[src/rtl/icache_fetch_controller.sv]
// Direct-mapped instruction cache fetch sequencer.
// Ports: clock/reset, pc+fetch_req/fetch_ready, instruction/instr_valid/fetch_fault,
//   flush, mem_req/mem_addr/mem_ack/mem_data refill, hit_count/miss_count.
module icache_fetch_controller #(
  parameter int SETS        = 16,
  parameter int INDEX_BITS  = 4,
  parameter int OFFSET_BITS = 3,
  parameter int MEM_TIMEOUT = 64
) (
  input  logic        clock,
  input  logic        reset,
  input  logic [31:0] pc,
  input  logic        fetch_req,
  output logic        fetch_ready,
  output logic [31:0] instruction,
  output logic        instr_valid,
  output logic        fetch_fault,
  input  logic        flush,
  output logic        mem_req,
  output logic [31:0] mem_addr,
  input  logic        mem_ack,
  input  logic [31:0] mem_data,
  output logic [15:0] hit_count,
  output logic [15:0] miss_count
);
  localparam int TAG_BITS = 32 - OFFSET_BITS - INDEX_BITS;
  localparam int TW = (MEM_TIMEOUT > 1) ? $clog2(MEM_TIMEOUT) : 1;

  typedef enum logic [1:0] {IDLE, LOOKUP, REFILL} state_t;

  state_t state, nextState;

  logic [31:OFFSET_BITS] pcBlock;
  logic [SETS-1:0]       validBits;
  logic [TAG_BITS-1:0]   tagArray [SETS];
  logic [31:0]           dataArray [SETS];
  logic [TW-1:0]         timeoutCount;
  logic                  flushPending;

  logic [INDEX_BITS-1:0] index;
  logic [TAG_BITS-1:0]   tag;
  logic                  hit;
  logic                  timedOut;
  logic                  install;
  logic                  unusedPcBits;

  assign unusedPcBits = ^pc[OFFSET_BITS-1:0];

  assign index = pcBlock[OFFSET_BITS+INDEX_BITS-1:OFFSET_BITS];
  assign tag = pcBlock[31:OFFSET_BITS+INDEX_BITS];
  assign hit = validBits[index] && (tagArray[index] == tag);
  assign timedOut = (timeoutCount == TW'(MEM_TIMEOUT - 1));
  // A flush seen before or alongside the ack keeps the line out of the cache.
  assign install = mem_ack && !flushPending && !flush;

  assign fetch_ready = (state == IDLE) && !flush;

  always_ff @(posedge clock or posedge reset) begin
    if (reset) state <= IDLE;
    else       state <= nextState;
  end

  always_comb begin
    nextState = state;
    unique case (state)
      IDLE:    if (fetch_req && fetch_ready) nextState = LOOKUP;
      LOOKUP:  nextState = hit ? IDLE : REFILL;
      REFILL:  if (mem_ack || timedOut) nextState = IDLE;
      default: nextState = IDLE;
    endcase
  end

  always_ff @(posedge clock or posedge reset) begin
    if (reset) begin
      pcBlock      <= '0;
      validBits    <= '0;
      instruction  <= '0;
      instr_valid  <= 1'b0;
      fetch_fault  <= 1'b0;
      mem_req      <= 1'b0;
      mem_addr     <= '0;
      hit_count    <= '0;
      miss_count   <= '0;
      flushPending <= 1'b0;
      timeoutCount <= '0;
    end else begin
      instr_valid <= 1'b0;
      fetch_fault <= 1'b0;
      case (state)
        IDLE: begin
          if (fetch_req && fetch_ready) pcBlock <= pc[31:OFFSET_BITS];
        end
        LOOKUP: begin
          if (hit) begin
            instruction <= dataArray[index];
            instr_valid <= 1'b1;
            if (hit_count != 16'hFFFF) hit_count <= hit_count + 16'd1;
          end else begin
            mem_req      <= 1'b1;
            mem_addr     <= {pcBlock, {OFFSET_BITS{1'b0}}};
            timeoutCount <= '0;
            if (miss_count != 16'hFFFF) miss_count <= miss_count + 16'd1;
          end
        end
        REFILL: begin
          if (flush) flushPending <= 1'b1;
          if (mem_ack) begin
            instruction  <= mem_data;
            instr_valid  <= 1'b1;
            mem_req      <= 1'b0;
            flushPending <= 1'b0;
            if (install) validBits[index] <= 1'b1;
          end else if (timedOut) begin
            instruction  <= 32'hDEAD_BEEF;
            instr_valid  <= 1'b1;
            fetch_fault  <= 1'b1;
            mem_req      <= 1'b0;
            flushPending <= 1'b0;
          end else begin
            timeoutCount <= timeoutCount + TW'(1);
          end
        end
        default: ;
      endcase
      // Clears last so it overrides any same-cycle valid update.
      if (flush) validBits <= '0;
    end
  end

  always_ff @(posedge clock) begin
    if (state == REFILL && install) begin
      tagArray[index]  <= tag;
      dataArray[index] <= mem_data;
    end
  end

endmodule

[config.mk]
export PLATFORM = sky130hd
export DESIGN_NAME = icache_fetch_controller
export DESIGN_NICKNAME = d
export VERILOG_FILES = /design/src/rtl/icache_fetch_controller.sv
export SDC_FILE = /design/constraint.sdc
export NUM_CORES = 1
export LEC_CHECK = 0
export CORE_MARGIN = 5
export CORE_UTILIZATION = 68
export CTS_BUF_LIST = sky130_fd_sc_hd__clkbuf_8
export CTS_CLUSTER_SIZE = 25
export DETAILED_ROUTE_END_ITERATION = 10
export PLACE_DENSITY = 0.87
export SLEW_MARGIN = 15
export SYNTH_ARGS = -nofsm -noshare
export SYNTH_HDL_FRONTEND = slang
export SYNTH_SLANG_ARGS = --single-unit
[constraint.sdc]
create_clock -name clock -period 8.7 [get_ports clock]
set_input_delay 1.74 -clock clock [delete_from_list [all_inputs] [get_ports clock]]
set_output_delay 1.74 -clock clock [all_outputs]
set_load 0.05 [all_outputs]
==> impl_metrics.toml, run 1 <==
[worst_setup_path]
worstPathRequired_ns = 6.96
crit_arrival_ns = 3.86
worstPathMaxFanout = 23
crit_path_start_kind = "input port"
reg2reg_depth = 11
r2r_end = "instruction[22]"
r2r_slack_ns = 3.30
path_class = "input port to output pin"
rr_startpoint = "pcBlock[3]"
critical_path.endpoint_type = "output pin"

[floorplan]
die-area_um2 = 66400
row_count = 90
start_util = 0.689
core_um2 = 60600
num_io_pins = 169
die_h_um = 258
die_width_um = 258

[pwr]
seq_power_share = 0.439
power_switching_mw = 5.04
leakagePower_nw = 16.2
peakVddDrop_mv = 0.450
power_density_nw_per_um2 = 321
p_clk_frac = 0.258
swShare = 0.331
internal-power_mw = 10.2
comb_power_share = 0.303

[cells_and_area]
utilization = 0.783
drive_gt1_frac = 0.250
num-nets-final = 2387
multi_input_area_um2 = 9950
area_growth_pct = 13.6
final_common_cell = "edfxtp_1"
final.fill_count = 2790
instances_no_fill = 3233
final_cell_mix = "edfxtp_1 (912), mux4_2 (232), clkbuf_8 (187)"
ff_latch_area_um2 = 31200

[place]
place_inst = 2931
dp_slack_ns = 3.16
place_hpwl_um = 53700
gp_congestion = 0.825
io_buffers = 162

[timing]
hold_violations = 0
worstMarginPinSlew_ns = 1.17
min_period_over_period = 0.643
tns_ns = 0
clock_skew_ns = 0.0464
finalSetupViolCount = 0
whs_ns = 0.498
max_slew_margin = 0.217
rsz0062_at_grt = "false"
max_freq_mhz = 179
drv_slew = 0
finalCriticalPeriod_ns = 5.60
timing.final.ws_setup_ns = 3.10

[logic_synthesis]
synth_top_area_frac = 0.656
synth_area_leader_cell = "edfxtp_1"
synth_cells = 2053
yosys.cell_types.count = 59
synth_area_um2 = 41700
synth_edf_count = 912
ys_seq_elements = 1062
ys_top_cells_by_area = "edfxtp_1 (66%), mux4_2 (13%), dfrtp_1 (9.0%), mux2i_1 (2.5%), mux2_2 (2.2%)"
ys.flop_type = "edfxtp_1"
yosys_warnings = 0
syn_area_per_cell_um2 = 20.3
ys_seq_area_frac = 0.746
async_reset_ff_frac = 0.141

[global_routing]
met2_usage = 0.495
antenna_found_initial = 6
met3_usage = 0.0581
grt_pass1_vias = 23400
grtUsageTotal = 0.300
grt_max_degree = 132
grtUsageMet1 = 0.406
grt_pass1_wl_um = 147000
grt_most_used_layer = "met2"
grt_overflow = 0

[clock_tree]
htreeDepth = 4
cts_root_buffer = "clkbuf_8"
postCtsResizedCells = 0
clk_latency_ns = 0.81
cts_tree = "built"
clk_pin_slew_ns = 0.06
cts_hold_buf = 0
cts_setup_buffers = 0
clock-sinks = 1062
cts_made_buffers = 161
clk_path_buf_depth = 3

[run_status]
status = "completed"

[run]
cap_violations = 0

[drt]
drtAntennaViolNets = 0
vias_per_cell = 6.88
drtIter0Drc = 3034
vias = 22200
postRouteWirelength_um = 98200
drc = 0
dr.pass1.iters = 6
routedWlPerCell_um = 30.4

[min_path]
hold_end = "miss_count[10]"
hold_start = "miss_count[10]"
hold_class = "flip-flop to flip-flop"
holdPathStages = 1
stage by stage:
step | power (mW) | instance area, um2
CTS | 15.3 | 47400
global placement | 11.1 | 44300
floorplan | 9.94 | 41700
detailed placement | 11.3 | 44300
finish | 15.2 | 47400
global route | 15.8 | 47400
sequential cells by signal, indices dropped and copies added, names as in the netlist:
register / count
mem_addr: 29
fetch_fault: 1
validBits: 16
hit_count: 16
timeoutCount: 6
tagArray: 400
mem_req: 1
instr_valid: 1
miss_count: 16
pcBlock: 29
dataArray: 512
instruction: 32
flushPending: 1
state: 2
logic make-up (layout without fill, tap and decap cells):
logic type	Yosys count	in the layout	share of synthesized area
other	1	7	0.0000898
buffers and inverters	170	562	0.0187
adders and majority gates	6	6	0.00180
DFF	1062	1062	0.746
and+or+nand+nor	200	200	0.0254
AOI/OAI and AO/OA	136	136	0.0228
xor gates and xnor gates	54	54	0.0113
muxes	424	424	0.174
cell type report:
type	instances	share of cell area
inverters	59	0.00478
flip-flops and latches	1062	0.657
multi-input cells	823	0.210
clock inverters	111	0.0116
clock buffers	187	0.0543
repair buffers	205	0.0416
well taps	782	0.0206
diodes	4	0.000211
critical path, stage by stage:
cell and delay, ns:
clkdlybuf4s50_1 0.88, nor2b_1 0.38, clkdlybuf4s50_1 0.85
power groups by stage:
stage	clock network, mW	logic (mW)	registers [mW]
floorplan	0	2.90	7.04
global placement	0	4.40	6.72
detailed placement	0	4.56	6.78
CTS	3.98	4.61	6.68
global route	4.24	4.85	6.75
finish	3.93	4.61	6.70
synthesized netlist by cell type, drive strengths merged, types with 6 or more instances:
cell type,number
ha,6
a21oi,9
nor3,12
and3,18
nor2b,9
dfrtp,150
xor2,24
or2,6
nor2,39
a22oi,14
xnor2,30
mux4,232
nand3,22
nand2,46
clkbuf,43
nor4b,7
inv,58
nand2b,7
edfxtp,912
nor4,13
mux2,88
buf,68
o22ai,47
mux2i,104
nand4,11
o21ai,23
metal layers:
layer	routed length [um]	up-vias
met5	13	-
li1	-	8894
met4	3920	2
met3	10800	297
met2	49800	1737
met1	33600	11300
how the worst max path moves through the flow:
stage | from | end | slack (ns) | cells after the start
after CTS | flush | fetch_ready | 3.16 | 3
after global routing | pcBlock[3] | instruction[22] | 3.01 | 11
after floorplan | reset | fetch_fault | 2.92 | 1
after detailed placement | mem_ack | tagArray[15][15] | 3.16 | 7
after global placement | flush | fetch_ready | 3.25 | 3
final | flush | fetch_ready | 3.10 | 3
No activity file was read; power rests on OpenSTA's default activity.
==> run 2, diff against run 1 <==
- CORE_UTILIZATION: 68 -> 57
- PLACE_DENSITY: 0.87 -> 0.77
- clock period: 8.7 -> 4.48 ns (I/O delays scaled with it)
==> run 2 against run 1 <==
  * Flip-flop and latch count stayed put
  * Count of clock-buffer cells in the layout is 1 higher
  * Core utilization is 12 points lower
  * Global-route usage is 6.4 points lower
  * Clock power is 95% higher
  * Routed wire length is 6.0% lower
  * Final cell count is 7.1% higher
  * Critical path depth is 10 higher
  * First-iteration DRC count is 26% lower
  * Die area is 19% higher
  * Largest cell class unchanged
==> impl_metrics.toml, run 2 (synthesis results as in run 1) <==
[cells_and_area]
final_cell_mix = "edfxtp_1 (912), mux4_2 (232), clkbuf_8 (188)"
utilization = 0.663
final.fill_count = 4604
reg_top3 = "dataArray: 512 flops, tagArray: 400 flops, instruction: 32 flops"
area_growth_pct = 15.7
largest-register = "dataArray"
drive_gt1_frac = 0.261
largest_register_ffs = 512
num-nets-final = 2434
final_common_cell = "edfxtp_1"

[min_path]
hold_end = "mem_addr[16]"
hold_start = "mem_addr[16]"
holdPathStages = 2
hold_class = "flip-flop to flip-flop"

[global_routing]
grt_pass1_wl_um = 139000
grt_max_degree = 151
grt_overflow = 0
grtUsageTotal = 0.236
grt_pass1_vias = 22300
antenna_found_initial = 4

[worst_setup_path]
r2r_end = "timeoutCount[0]"
path_class = "flip-flop to flip-flop"
cp_num_buf_inv = 4
slowest_delay_ns = 0.64
path_delay_family = "compound AO/OA/AOI/OAI gates"
crit_top_cell = "buf_4"
worstPathMaxFanout = 26
rr_startpoint = "pcBlock[4]"
critical_path.endpoint_type = "flip-flop"
crit_start = "pcBlock[4]"
reg2reg_depth = 13
path_cells = "buf_4, buf_12, mux2i_1, a22oi_1, nand2_1, a2111oi_0, buf_4, a22oi_1, a2111o_1, or4_1, buf_4, nand2_1, mux2_2"
r2r_slack_ns = 0.25
worstPathRequired_ns = 5.15
crit_path_start_kind = "flip-flop"
slowest_stage = "a2111oi_0"
crit_arrival_ns = 4.91

[timing]
min_period_over_period = 0.944
tns_ns = 0
finalSetupViolCount = 0
hold_violations = 0
clock_skew_ns = 0.0326
max_freq_mhz = 236
finalCriticalPeriod_ns = 4.23
rsz0062_at_grt = "false"
drv_slew = 0
max_slew_margin = 0.263
worstMarginPinSlew_ns = 1.11

[clock_tree]
htreeDepth = 4
cts_made_buffers = 164
postCtsResizedCells = 0
clk_path_buf_depth = 3
clock-sinks = 1062
clk_pin_slew_ns = 0.06
cts_hold_buf = 0
clk_latency_ns = 0.79
cts_tree = "built"
cts_root_buffer = "clkbuf_8"

[drt]
routedWlPerCell_um = 26.7
drtAntennaViolNets = 0
postRouteWirelength_um = 92400
drtIter0Drc = 2250
vias_per_cell = 6.16
vias = 21300
dr.pass1.iters = 5
drc = 0

[floorplan]
start_util = 0.573
die-area_um2 = 78700
core_um2 = 72800
num_io_pins = 169
die_width_um = 281
die_h_um = 281
row_count = 99

[run]
cap_violations = 0

[pwr]
leakagePower_nw = 16.5
peakVddDrop_mv = 0.505
power_density_nw_per_um2 = 615

[place]
place_hpwl_um = 50900
io_buffers = 162
gp_congestion = 0.792

[run_status]
status = "completed"
run 2: worst min-delay path, cell delays in order (launching register included):
cell	delay (ns)
dfrtp_1	0.33
nand2_1	0.05
o21ai_0	0.06
run 2: worst max path at each step:
stage | end | slack [ns] | cells past startpoint
finish | timeoutCount[0] | 0.25 | 13
global route | instruction[15] | 0.04 | 14
CTS | instruction[15] | 0.17 | 11
detailed placement | timeoutCount[0] | 0.18 | 11
global placement | timeoutCount[0] | 0.22 | 11
floorplan | dataArray[5][0] | -0.81 | 7
run 2: layout make-up:
type                       count  area (um2)  area share
tap                          959        1200      0.0248
clock buffer                 188        2590      0.0536
inverter                      59         225     0.00466
antenna                        2        5.00    0.000104
sequential                  1062       31200       0.645
multi-input combinational    823        9950       0.206
clock inverter               119         587      0.0122
timing repair buffer         249        2570      0.0533
run 2: through the flow:
stage               setup slack [ns]  power [mW]  cell area (um2)  instances  hold slack, ns
finish                         0.249        29.7            48300       3461           0.479
global route                  0.0427        31.0            48300       3460           0.520
CTS                            0.173        29.9            48200       3451           0.481
detailed placement             0.183        22.2            45000       3144           0.469
global placement               0.219        22.0            45000       3144           0.468
floorplan                     -0.806        19.3            41800       2055           0.478
run 2: power by group:
part | internal (mW) | switching [mW]
Clock | 4.01 | 3.65
Combinational | 4.24 | 5.02
Sequential | 11.9 | 0.927
run 2: what timing repair did:
action                                  4_1_cts  5_1_grt
buffers inserted                              0        8
endpoints found under the hold margin         0        0
endpoints found under the setup margin        0       15
run 2: layer usage:
layer  vias to the layer above  routed length [um]  track usage
li1                       8993                   -            -
met1                     11200               36200        0.327
met2                       983               46800        0.392
met3                       137                7540       0.0486
met4                         2                1850       0.0645
met5                         -                   7            0
==> run 3, diff against run 2 <==
- CELL_PAD_IN_SITES_DETAIL_PLACEMENT: default -> 0
- CELL_PAD_IN_SITES_GLOBAL_PLACEMENT: default -> 1
- CORE_UTILIZATION: 57 -> 50
- clock period: 4.48 -> 3.4 ns (I/O delays scaled with it)
==> run 3 against run 2 <==
  * Power up 38%
  * Largest power group unchanged
  * The flow now finishes with violations (setup timing)
  * Flip-flop and latch count unchanged
  * Register-to-register slack worse by 0.69 ns
  * Critical path depth fell by 2
  * Combinational power increased by 54%
  * Sequential share of layout area down 2.0 points
  * Count of clock-buffer cells in the layout shrank 8
  * Critical path type unchanged
  * Global-route usage decreased by 2.1 points
==> impl_metrics.toml, run 3 (synthesis results as in run 1) <==
[global_routing]
met3_usage = 0.0455
grt_most_used_layer = "met2"
antenna_found_initial = 5
grtUsageMet1 = 0.305
grt_overflow = 0
grtUsageTotal = 0.215
met2_usage = 0.346
grt_pass1_wl_um = 144000
grt_pass1_vias = 22500
grt_max_degree = 103

[timing]
max_freq_mhz = 260
drv_slew = 0
min_period_over_period = 1.13
clock_skew_ns = 0.0347
finalSetupViolCount = 102
worstMarginPinSlew_ns = 1.07
timing.final.ws_setup_ns = -0.443
hold_violations = 0
rsz0062_at_grt = "true"
finalCriticalPeriod_ns = 3.84
max_slew_margin = 0.284

[worst_setup_path]
path_delay_family = "multiplexers"
slowest_delay_ns = 0.56
cp_num_buf_inv = 3
slowest_stage = "a2111o_2"
crit_arrival_ns = 4.54
path_cells = "clkbuf_16, buf_4, mux4_2, mux4_2, xnor2_1, nand2_1, a2111o_2, or4_4, buf_6, nand2_1, mux2_2"
critical_path.endpoint_type = "flip-flop"
path_class = "flip-flop to flip-flop"
worstPathRequired_ns = 4.10
worstPathMaxFanout = 10
crit_path_start_kind = "flip-flop"

[cells_and_area]
area_growth_pct = 19.4
largest_register_ffs = 512
num-nets-final = 2550
instances_no_fill = 3692
final.fill_count = 5860
largest-register = "dataArray"
drive_gt1_frac = 0.305
final_common_cell = "edfxtp_1"
final_cell_mix = "edfxtp_1 (912), mux4_2 (232), clkbuf_8 (180)"
reg_top3 = "dataArray: 512 flops, tagArray: 400 flops, instruction: 32 flops"

[pwr]
leakagePower_nw = 17.2
peakVddDrop_mv = 0.647
power_density_nw_per_um2 = 822
total_power_mw = 41.0

[floorplan]
die-area_um2 = 89400
die_width_um = 299
start_util = 0.502
num_io_pins = 169
row_count = 106
die_h_um = 299
core_um2 = 83200

[clock_tree]
clock-sinks = 1062
cts_root_buffer = "clkbuf_8"
clk_pin_slew_ns = 0.06
cts_tree = "built"
clk_latency_ns = 0.83
clk_path_buf_depth = 3
cts_made_buffers = 167
htreeDepth = 4

[place]
place_inst = 3360
place_hpwl_um = 53600
io_buffers = 162
gp_congestion = 0.807

[drt]
drtAntennaViolNets = 0
dr.pass1.iters = 5
vias = 21500
vias_per_cell = 5.84
postRouteWirelength_um = 95800
drtIter0Drc = 1853
routedWlPerCell_um = 26.0
drc = 0

[run]
cap_violations = 0

[run_status]
violations = "setup timing"
status = "finished with violations"

[min_path]
hold_class = "input port to asynchronous set/reset pin"
[run 3: cell count changes in the layout (fill, tap and decap cells not counted), sizes merged]
cell / delta
clkdlybuf4s50: -1
inv: -20
bufinv: +3
clkinvlp: -3
clkbuf: -5
clkinv: +25
buf: +109
bufbuf: +2
[run 3: per-stage QoR]
stage	setup slack [ns]	utilization	area [um2]	hold WS (ns)	TNS, ns
2_1_floorplan	-0.581	-	41900	0.478	-99.82
3_3_place_gp	-0.468	0.554	46100	0.463	-33.37
3_5_place_dp	-0.535	0.554	46100	0.474	-39.10
4_1_cts	-0.382	0.597	49600	0.386	-28.75
5_1_grt	-0.541	0.600	49900	0.411	-46.03
6_report	-0.443	0.600	49900	0.386	-35.18
[run 3: path summary, 6_finish.rpt]
| check | from | to | slack [ns] | cells after the start |
|---|---|---|---|---|
| worst max-delay path | pcBlock[4] | timeoutCount[0] | -0.44 | 11 |
| worst min-delay path | reset | hit_count[13] | 0.39 | 3 |
| worst max register to register | pcBlock[4] | timeoutCount[0] | -0.44 | 11 |
| worst min register to register | mem_addr[16] | mem_addr[16] | 0.49 | 2 |
| max in group asynchronous | reset | pcBlock[31] | 2.43 | 3 |
| min in group clock | pc[11] | pcBlock[11] | 0.48 | 2 |
[run 3: worst register-to-register path, delay by kind of cell, from the launching register on]
family | cells | cell delay (ns)
buffers and inverters | 3 | 0.48
xor gates and xnor gates | 1 | 0.18
muxes | 3 | 1.30
DFF | 1 | 0.55
AOI/OAI and AO/OA | 1 | 0.56
and+or+nand+nor | 3 | 0.67
[run 3: final cells by class]
cell class	instances	area, um2	area share
repair buffers	362	3790	0.0760
diodes	2	5.00	0.000100
clock inverters	124	737	0.0148
flip-flops and latches	1062	31200	0.625
inverters	59	225	0.00452
well taps	1080	1350	0.0271
multi-input cells	823	10100	0.203
clock buffers	180	2480	0.0497
[run 3: routing by layer]
metal | wire length [um] | vias to the layer above
met5 | 20 | -
met4 | 1860 | 2
met3 | 6420 | 137
met2 | 46700 | 808
met1 | 40800 | 11400
li1 | - | 9234
[run 3: where the power goes]
group / internal (mW) / leakage (nW) / switching (mW)
combinational: 6.75 / 5.31 / 7.59
sequential: 15.6 / 10.1 / 0.698
clock: 5.38 / 1.82 / 4.93
total: 27.7 / 17.2 / 13.2
[run 3: repair_timing]
action	4_1_cts	5_1_grt
hold buffers	0	0
gates resized for setup	34	26
pin swaps	7	6
cloned	4	4
endpoints found under the setup margin	102	102
buffers inserted	14	5
